[src/rtl/digit_tile_renderer_if.sv]
// Pixel-stream bundle between the VGA timing source (master) and the digit tile renderer (slave).
interface digit_tile_renderer_if;
   logic [9:0] sx;
   logic [9:0] sy;
   logic       de;
   logic       frame_start;
   logic [2:0] vga_r;
   logic [2:0] vga_g;
   logic [1:0] vga_b;
   logic       de_out;

   modport master (
      output sx, sy, de, frame_start,
      input  vga_r, vga_g, vga_b, de_out
   );

   modport slave (
      input  sx, sy, de, frame_start,
      output vga_r, vga_g, vga_b, de_out
   );
endinterface

[src/rtl/digit_tile_renderer.sv]
// Draws a ROWS x COLS grid of nibbles as seven-segment glyphs with a fixed 2-clock pixel latency.
// Cursor blink/inversion is built only when DIGIT_TILE_CURSOR_EN is defined.
module digit_tile_renderer #(
   parameter int COLS         = 6,
   parameter int ROWS         = 2,
   parameter int TILE_W       = 80,
   parameter int TILE_H       = 140,
   parameter int X0           = 20,
   parameter int Y0           = 20,
   parameter int X_PITCH      = 100,
   parameter int Y_PITCH      = 180,
   parameter int SEG_T        = 10,
   parameter int BLINK_FRAMES = 30
) (
   input  logic                     clk,
   input  logic                     rst_n,
   digit_tile_renderer_if.slave     vid,
   input  logic [4*ROWS*COLS-1:0]   numbers_concat,
   input  logic                     cursor_en,
   input  logic [((ROWS*COLS > 1) ? $clog2(ROWS*COLS) : 1)-1:0] cursor_idx
);

   localparam int N = ROWS * COLS;

   logic [4*N-1:0] shadow;

   // Values are only taken at frame_start so a frame never mixes old and new digits.
   always_ff @(posedge clk or negedge rst_n) begin
      if (!rst_n) begin
         shadow <= {N{4'hF}};
      end else if (vid.frame_start) begin
         shadow <= numbers_concat;
      end
   end

   logic       hit_c;
   logic [3:0] digit_c;
   logic [9:0] x_off_c;
   logic [9:0] y_off_c;
   logic       cur_c;

   always_comb begin
      hit_c   = 1'b0;
      digit_c = 4'h0;
      x_off_c = 10'd0;
      y_off_c = 10'd0;
      cur_c   = 1'b0;
      for (int r = 0; r < ROWS; r++) begin
         for (int c = 0; c < COLS; c++) begin
            if (int'(vid.sx) >= X0 + c*X_PITCH && int'(vid.sx) < X0 + c*X_PITCH + TILE_W &&
                int'(vid.sy) >= Y0 + r*Y_PITCH && int'(vid.sy) < Y0 + r*Y_PITCH + TILE_H) begin
               hit_c   = 1'b1;
               digit_c = shadow[4*(N-1-(r*COLS+c)) +: 4];
               x_off_c = 10'(int'(vid.sx) - (X0 + c*X_PITCH));
               y_off_c = 10'(int'(vid.sy) - (Y0 + r*Y_PITCH));
`ifdef DIGIT_TILE_CURSOR_EN
               cur_c   = cursor_en && (int'(cursor_idx) == r*COLS + c);
`endif
            end
         end
      end
   end

   logic       s1_hit;
   logic [3:0] s1_digit;
   logic [9:0] s1_x;
   logic [9:0] s1_y;
   logic       s1_cur;
   logic       s1_de;

   always_ff @(posedge clk or negedge rst_n) begin
      if (!rst_n) begin
         s1_hit   <= 1'b0;
         s1_digit <= 4'h0;
         s1_x     <= 10'd0;
         s1_y     <= 10'd0;
         s1_cur   <= 1'b0;
         s1_de    <= 1'b0;
      end else begin
         s1_hit   <= hit_c;
         s1_digit <= digit_c;
         s1_x     <= x_off_c;
         s1_y     <= y_off_c;
         s1_cur   <= cur_c;
         s1_de    <= vid.de;
      end
   end

   // Segment order in both vectors is {a,b,c,d,e,f,g}.
   logic       top_half;
   logic [6:0] seg_zone;
   logic [6:0] seg_pattern;
   logic       seg_lit;

   always_comb begin
      top_half = s1_y < 10'(TILE_H/2);
      seg_zone = {
         s1_y <  10'(SEG_T),
         (s1_x >= 10'(TILE_W - SEG_T)) &&  top_half,
         (s1_x >= 10'(TILE_W - SEG_T)) && !top_half,
         s1_y >= 10'(TILE_H - SEG_T),
         (s1_x <  10'(SEG_T)) && !top_half,
         (s1_x <  10'(SEG_T)) &&  top_half,
         (s1_y >= 10'((TILE_H - SEG_T)/2)) && (s1_y < 10'((TILE_H + SEG_T)/2))
      };
      case (s1_digit)
         4'h0:    seg_pattern = 7'b1111110;
         4'h1:    seg_pattern = 7'b0110000;
         4'h2:    seg_pattern = 7'b1101101;
         4'h3:    seg_pattern = 7'b1111001;
         4'h4:    seg_pattern = 7'b0110011;
         4'h5:    seg_pattern = 7'b1011011;
         4'h6:    seg_pattern = 7'b1011111;
         4'h7:    seg_pattern = 7'b1110000;
         4'h8:    seg_pattern = 7'b1111111;
         4'h9:    seg_pattern = 7'b1111011;
         4'hA:    seg_pattern = 7'b0000001;
         default: seg_pattern = 7'b0000000;
      endcase
      seg_lit = |(seg_zone & seg_pattern);
   end

   logic invert;

`ifdef DIGIT_TILE_CURSOR_EN
   localparam int BW = (BLINK_FRAMES > 1) ? $clog2(BLINK_FRAMES) : 1;

   // Down-counter holds frames remaining in the current blink phase.
   logic [BW-1:0] blink_left;
   logic          blink_phase;

   always_ff @(posedge clk or negedge rst_n) begin
      if (!rst_n) begin
         blink_left  <= BW'(BLINK_FRAMES - 1);
         blink_phase <= 1'b0;
      end else if (vid.frame_start) begin
         if (blink_left == '0) begin
            blink_left  <= BW'(BLINK_FRAMES - 1);
            blink_phase <= ~blink_phase;
         end else begin
            blink_left  <= blink_left - 1'b1;
         end
      end
   end

   assign invert = s1_hit && s1_cur && blink_phase;
`else
   logic unused_cursor;
   assign unused_cursor = ^{cursor_en, cursor_idx, s1_cur};
   assign invert = 1'b0;
`endif

   logic pix_on;
   assign pix_on = s1_de && ((s1_hit && seg_lit) ^ invert);

   always_ff @(posedge clk or negedge rst_n) begin
      if (!rst_n) begin
         vid.vga_r  <= 3'd0;
         vid.vga_g  <= 3'd0;
         vid.vga_b  <= 2'd0;
         vid.de_out <= 1'b0;
      end else begin
         vid.vga_r  <= pix_on ? 3'd7 : 3'd0;
         vid.vga_g  <= pix_on ? 3'd7 : 3'd0;
         vid.vga_b  <= pix_on ? 2'd3 : 2'd0;
         vid.de_out <= s1_de;
      end
   end

endmodule

[src/flat_wrapper.sv]
// flat-port wrapper written by rule: the top's interface ports become plain ports
module digit_tile_renderer_flat 
#(
   parameter int COLS         = 6,
   parameter int ROWS         = 2,
   parameter int TILE_W       = 80,
   parameter int TILE_H       = 140,
   parameter int X0           = 20,
   parameter int Y0           = 20,
   parameter int X_PITCH      = 100,
   parameter int Y_PITCH      = 180,
   parameter int SEG_T        = 10,
   parameter int BLINK_FRAMES = 30
)
  (clk, rst_n, numbers_concat, cursor_en, cursor_idx, vid_sx, vid_sy, vid_de, vid_frame_start, vid_vga_r, vid_vga_g, vid_vga_b, vid_de_out);
  digit_tile_renderer_if vid_i ();
  input  logic clk;
  input  logic rst_n;
  input  logic [4*ROWS*COLS-1:0] numbers_concat;
  input  logic cursor_en;
  input  logic [((ROWS*COLS > 1) ? $clog2(ROWS*COLS) : 1)-1:0] cursor_idx;
  input wire logic [$bits(vid_i.sx)-1:0] vid_sx;
  input wire logic [$bits(vid_i.sy)-1:0] vid_sy;
  input wire logic [$bits(vid_i.de)-1:0] vid_de;
  input wire logic [$bits(vid_i.frame_start)-1:0] vid_frame_start;
  output wire logic [$bits(vid_i.vga_r)-1:0] vid_vga_r;
  output wire logic [$bits(vid_i.vga_g)-1:0] vid_vga_g;
  output wire logic [$bits(vid_i.vga_b)-1:0] vid_vga_b;
  output wire logic [$bits(vid_i.de_out)-1:0] vid_de_out;
  assign vid_i.sx = vid_sx;
  assign vid_i.sy = vid_sy;
  assign vid_i.de = vid_de;
  assign vid_i.frame_start = vid_frame_start;
  assign vid_vga_r = vid_i.vga_r;
  assign vid_vga_g = vid_i.vga_g;
  assign vid_vga_b = vid_i.vga_b;
  assign vid_de_out = vid_i.de_out;
  digit_tile_renderer #(.COLS(COLS), .ROWS(ROWS), .TILE_W(TILE_W), .TILE_H(TILE_H), .X0(X0), .Y0(Y0), .X_PITCH(X_PITCH), .Y_PITCH(Y_PITCH), .SEG_T(SEG_T), .BLINK_FRAMES(BLINK_FRAMES)) u_core (.clk(clk), .rst_n(rst_n), .vid(vid_i), .numbers_concat(numbers_concat), .cursor_en(cursor_en), .cursor_idx(cursor_idx));
endmodule
[config.mk]
export PLATFORM = sky130hd
export DESIGN_NAME = digit_tile_renderer_flat
export DESIGN_NICKNAME = d
export VERILOG_FILES = /design/src/rtl/digit_tile_renderer_if.sv /design/src/rtl/digit_tile_renderer.sv /design/src/flat_wrapper.sv
export SDC_FILE = /design/constraint.sdc
export NUM_CORES = 1
export LEC_CHECK = 0
export CAP_MARGIN = 20
export CORE_MARGIN = 2
export CORE_UTILIZATION = 30
export DETAILED_ROUTE_END_ITERATION = 6
export GPL_TIMING_DRIVEN = 0
export PLACE_DENSITY = 0.46
export SLEW_MARGIN = 20
export SYNTH_ARGS = -nofsm -noshare
export SYNTH_HDL_FRONTEND = slang
export SYNTH_SLANG_ARGS = --single-unit
[constraint.sdc]
create_clock -name clk -period 2.3 [get_ports clk]
set_input_delay 0.46 -clock clk [delete_from_list [all_inputs] [get_ports clk]]
set_output_delay 0.46 -clock clk [all_outputs]
set_load 0.01 [all_outputs]
==> impl.org, run 1 <==
** Timing
- Final slew viol count :: 0
- Setup repair after global routing could not meet its margin everywhere.
- The worst path in the final design needs a cycle of 2640 ps, including I/O delays and setup.
- Rel. slew slack :: a little over half
- Final worst clock skew :: ~9 ps
- Final worst path period share :: 115%
- Final hold analysis gives a worst-case slack of a little under 400 ps.
- Setup violations remaining at the end of the flow were counted as 24.
- The hold violation total from the final report came to 0.
- Worst Tran Pin Value :: 713 ps
- Max Freq :: ~380 MHz
- Setup slack on the critical path of the routed design comes to -337 ps.

** Finish
- Final design utilization :: between 40 and 50%
- FILL cells :: ~1800
- Area used by multi-input combinational logic :: 4160 um2
- Final Instance Count excl. Fillers :: about 1000
- Share of cells above drive strength 1 :: 46.2%
- Summing all non-filler instances in the final layout gives an area of approximately 9000 um2.
- Synthesis-to-finish area growth :: 53.9%
- Antenna diode instance count :: 0
- In the final layout, flip-flops and latches occupy 1940 um2.
- In the final design database the tool counted 890 nets.

** Clock network
- The H-tree was split into 3 levels.
- Clock-pin slew was measured on the worst setup and hold paths at 60 ps.
- Clock tree synthesis found a total of 75 sinks.
- No sink is reached through more buffers than the 2 on the longest clock path.
- Worst skew pair latency :: between 300 and 400 ps
- Number of buffers created by CTS :: 9
- CTS tree :: yes
- CTS root buffer :: clkbuf_16

** Min path
- Along the worst hold path, the cell count comes to 0.
- Hold crit path type :: flop to flop

** Yosys
- The synthesized netlist devotes approximately 5.2% of its cell area to adder and majority cells.
- Fraction of the mapped netlist area in compound gates :: just under 30%
- The synthesized design contains 75 register bits.
- Post-Synth XOR/XNOR Area :: under 10%
- Mean instance size in the synthesized netlist :: just over 9 um2
- Main combinational cell family by area after synthesis :: compound AO/OA/AOI/OAI gates
- After synthesis, the share of flip-flops with an asynchronous set or reset is 100%.
- Number of enable-type register cells in the synthesized netlist :: 0
- Proportion of synthesized chip area in sequential cells :: between 30% and 40%
- Post-synthesis mux area share :: a little under a tenth
- Count of cell types in the netlist :: 82
- Total nets after synthesis :: approximately 700
- Synthesis handed over a netlist of just over 600 instances.
- Synth Area in Simple Gates :: between 10 and 15%
- Leading register cell type out of synthesis :: dfstp_2
- The mapped netlist covers approximately 5800 um2.
- Number of warning messages in the yosys log :: 0

** Global routing
- Number of antenna violations at the first check in global routing :: 0
- The first global-routing pass estimated around 35000 um of wire.
- Entering global routing, the biggest net connects 60 pins.
- Global routing consumed, over all layers together, between 20 and 25% of the routing resources.
- The number of global-route vias before repair was ~6000.
- Total overflow reported by the global router :: 0

** Routing
- In this run the top signal layer used is met4.
- Met3 wirelength from detailed routing :: about 1500 um
- Total wire length :: around 23000 um
- Across all layers, the routed design uses approximately 6000 vias.
- The first routing iteration left approximately 400 violations.
- Routed via count divided by cell count :: about 5.8
- Detailed routing placed a total of between 10000 and 15000 um of wire on met2.
- After detailed routing, the average wire length per cell comes to between 20 and 25 um.
- DRC Markers :: 0
- Routed Antenna Nets :: 0
- The first detailed-routing pass took 5 iterations.
- Wl on met1 :: 9790 um

** Floorplanning
- 86 I/O pins were placed.
- The die is around 140 um wide.
- Chip height :: between 100 and 150 um
- Starting utilization of the core area :: between 30 and 40%
- Total core area :: between 15000 and 20000 um2
- Die area :: 20300 um2
- Number of standard-cell rows in the floorplan :: 50

** Power
- In this run, the clock network consumes approximately a third of the power.
- Across the VDD grid, the largest voltage drop is between 0.0003 and 0.0004 V.
- Share of power burned in combinational logic :: around 30%
- Net switching power :: around 1300 uW
- Power Density :: 462 nW/um2
- Power Internal :: approximately 2800 uW
- Switching part of the total :: between 30% and 40%
- Static leakage :: around 0.0035 uW
- Register share of total power :: about two fifths

** Placed design
- Including well taps, the total number of placed cells is about 930.
- After detailed placement, the total cell area comes to slightly above 7000 um2.
- Detailed-placement wirelength estimate :: approximately 16000 um
- RePlAce Congestion :: about 0.90
- IO Port Bufs :: between 70 and 80

** Critical path
- Worst path max stage delay :: between 300 and 400 ps
- At the worst endpoint, the required time is 2530 ps.
- The worst setup path is launched from a primary input.
- The worst setup path is of the primary input to flop kind.
- STA classifies the critical path endpoint as a flop.
- WP data arrival :: between 2000 and 3000 ps
- Worst R2R Path Depth :: 7
- For this design, the slowest cell found on the critical path is or3b_4.
- Cell breakdown of the critical path :: buf_8 > clkbuf_16 > inv_12 > ha_4 > or3b_4 > a2111oi_4 > buf_4 > buf_6 > nor2_4 > nor3_4 > a41oi_4 > a221o_1 > and2_1
- Of all nets on the critical path, the largest fanout is 5.

** Flow run
- Max-cap violations in this run came to 0.

** Outcome
- Violations in the final reports :: negative setup slack
- The run finished, with violations left.
[cells in the final DEF (no fill, tap or decap), types with 12 or more instances in the layout]
master	Yosys	layout
a21oi_1	37	29
nand2_1	36	31
inv_1	22	18
buf_4	12	81
nor3_1	16	12
nor2_1	45	35
ha_1	24	17
clkdlybuf4s50_1	0	60
dfrtp_1	27	27
buf_6	2	21
o21ai_0	28	23
nand3_1	19	17
dfstp_2	48	48
mux2_2	47	47
[stage by stage]
step           total power, uW  TNS (ps)  setup WS, ps
2_1_floorplan             2150     -4090          -386
3_3_place_gp              2530   -121200         -1730
3_5_place_dp              2540    -32310         -1720
4_1_cts                   4060     -4270          -345
5_1_grt                   4290     -7240          -390
6_report                  4090     -5800          -337
[sequential cells by signal (all words and copies together) (netlist names)]
| signal | cells |
|---|---|
| u_core.s1_digit | 4 |
| u_core.s1_de | 1 |
| u_core.vid.vga_r | 1 |
| u_core.s1_x | 9 |
| u_core.shadow | 48 |
| u_core.s1_y | 10 |
| u_core.s1_hit | 1 |
| u_core.vid.de_out | 1 |
[metal layers]
layer,up-vias,global-route usage [%]
li1,2718,-
met2,242,36.9
met1,2918,29.2
met4,0,9.54
met3,47,4.71
met5,-,0
[cell families after synthesis]
logic type	after synthesis
adder cells (fa/ha/maj)	24
multiplexers	48
AO/OA/AOI/OAI	215
XOR/XNOR	14
flip-flops	75
AND/OR/NAND/NOR	165
buffers and inverters	77
[area by class of cell]
cell class | count | share of cell area, %
buffer | 49 | 5.34
clock buffer | 10 | 2.59
clock inverter | 6 | 0.466
inverter | 24 | 1.47
multi-input combinational | 466 | 47.0
sequential | 75 | 21.9
tap | 234 | 3.31
timing repair buffer | 164 | 18.0
[power groups by stage]
stage	combinational (uW)	sequential, uW	clock, uW
global placement	941	1590	0
global route	1300	1580	1410
detailed placement	954	1590	0
floorplan	586	1560	0
CTS	1150	1570	1340
finish	1220	1570	1300
[repair_timing]
action                                 4_1_cts  5_1_grt
gates cloned                                 2        0
hold buffers                                 1        0
resized for setup                          167       55
buffers inserted                            76       15
endpoints found under the hold margin       16        0
setup endpoints to repair                   24       24
pin swaps                                   52       26
[worst paths after layout]
path	from	to	slack, ps
max in group asynchronous	rst_n	u_core.shadow[44]	1150
worst min-delay path	u_core.s1_de	u_core.vid.de_out	390
min in group asynchronous	rst_n	u_core.s1_y[2]	530
worst max-delay path	vid_sx[6]	u_core.s1_y[6]	-340
worst max register to register	u_core.s1_y[1]	u_core.vid.vga_r[1]	480
worst min register to register	u_core.s1_de	u_core.vid.de_out	390
[cell usage after synthesis (3+ instances only)]
cell / count / area (um2)
a2111oi_0: 6 / 52.6
o211ai_1: 10 / 75.1
dfstp_2: 48 / 1260
nor2b_1: 8 / 50.1
nand2_1: 36 / 135
clkbuf_1: 23 / 86.3
o31ai_1: 5 / 37.5
nand3_1: 19 / 95.1
o22ai_1: 13 / 81.3
nor2_1: 45 / 169
buf_4: 12 / 90.1
dfrtp_1: 27 / 676
buf_2: 11 / 55.1
buf_1: 5 / 18.8
xnor2_1: 4 / 35.0
nor3_1: 16 / 80.1
o21ai_1: 4 / 20.0
a32oi_1: 4 / 35.0
a211oi_1: 9 / 67.6
or3_1: 4 / 25.0
a311oi_1: 8 / 70.1
inv_1: 22 / 82.6
or2_2: 3 / 18.8
and3_1: 9 / 56.3
o21ai_0: 28 / 140
a21oi_1: 37 / 185
a211o_1: 4 / 35.0
a221oi_1: 14 / 123
xor2_1: 10 / 87.6
and2_1: 3 / 18.8
ha_1: 24 / 300
o21a_1: 4 / 30.0
o32ai_1: 4 / 35.0
o221ai_1: 11 / 96.3
a21o_1: 5 / 37.5
a221o_1: 7 / 70.1
o31a_1: 3 / 26.3
a2bb2oi_1: 3 / 26.3
mux2_2: 47 / 529
a31oi_1: 5 / 31.3
nor3b_1: 4 / 30.0
[critical path: cells and delay by family]
| kind | cells | cell delay, ps |
|---|---|---|
| and+or+nand+nor | 4 | 830 |
| AOI/OAI and AO/OA | 3 | 820 |
| buffers and inverters | 5 | 610 |
| adders and majority gates | 1 | 130 |
(Power assumes the default switching activity.)
==> run 2, diff against run 1 <==
==> constraint.sdc (replaced) <==
create_clock -name clk -period 2.3 [get_ports clk]
set_input_delay 0.46 -clock clk [delete_from_list [all_inputs] [get_ports clk]]
set_output_delay 0.46 -clock clk [all_outputs]
set_load 0.005 [all_outputs]
==> results of run 2 <==
Same layout as run 1 (identical final DEF). Status: complete, but fails checks: negative setup slack.
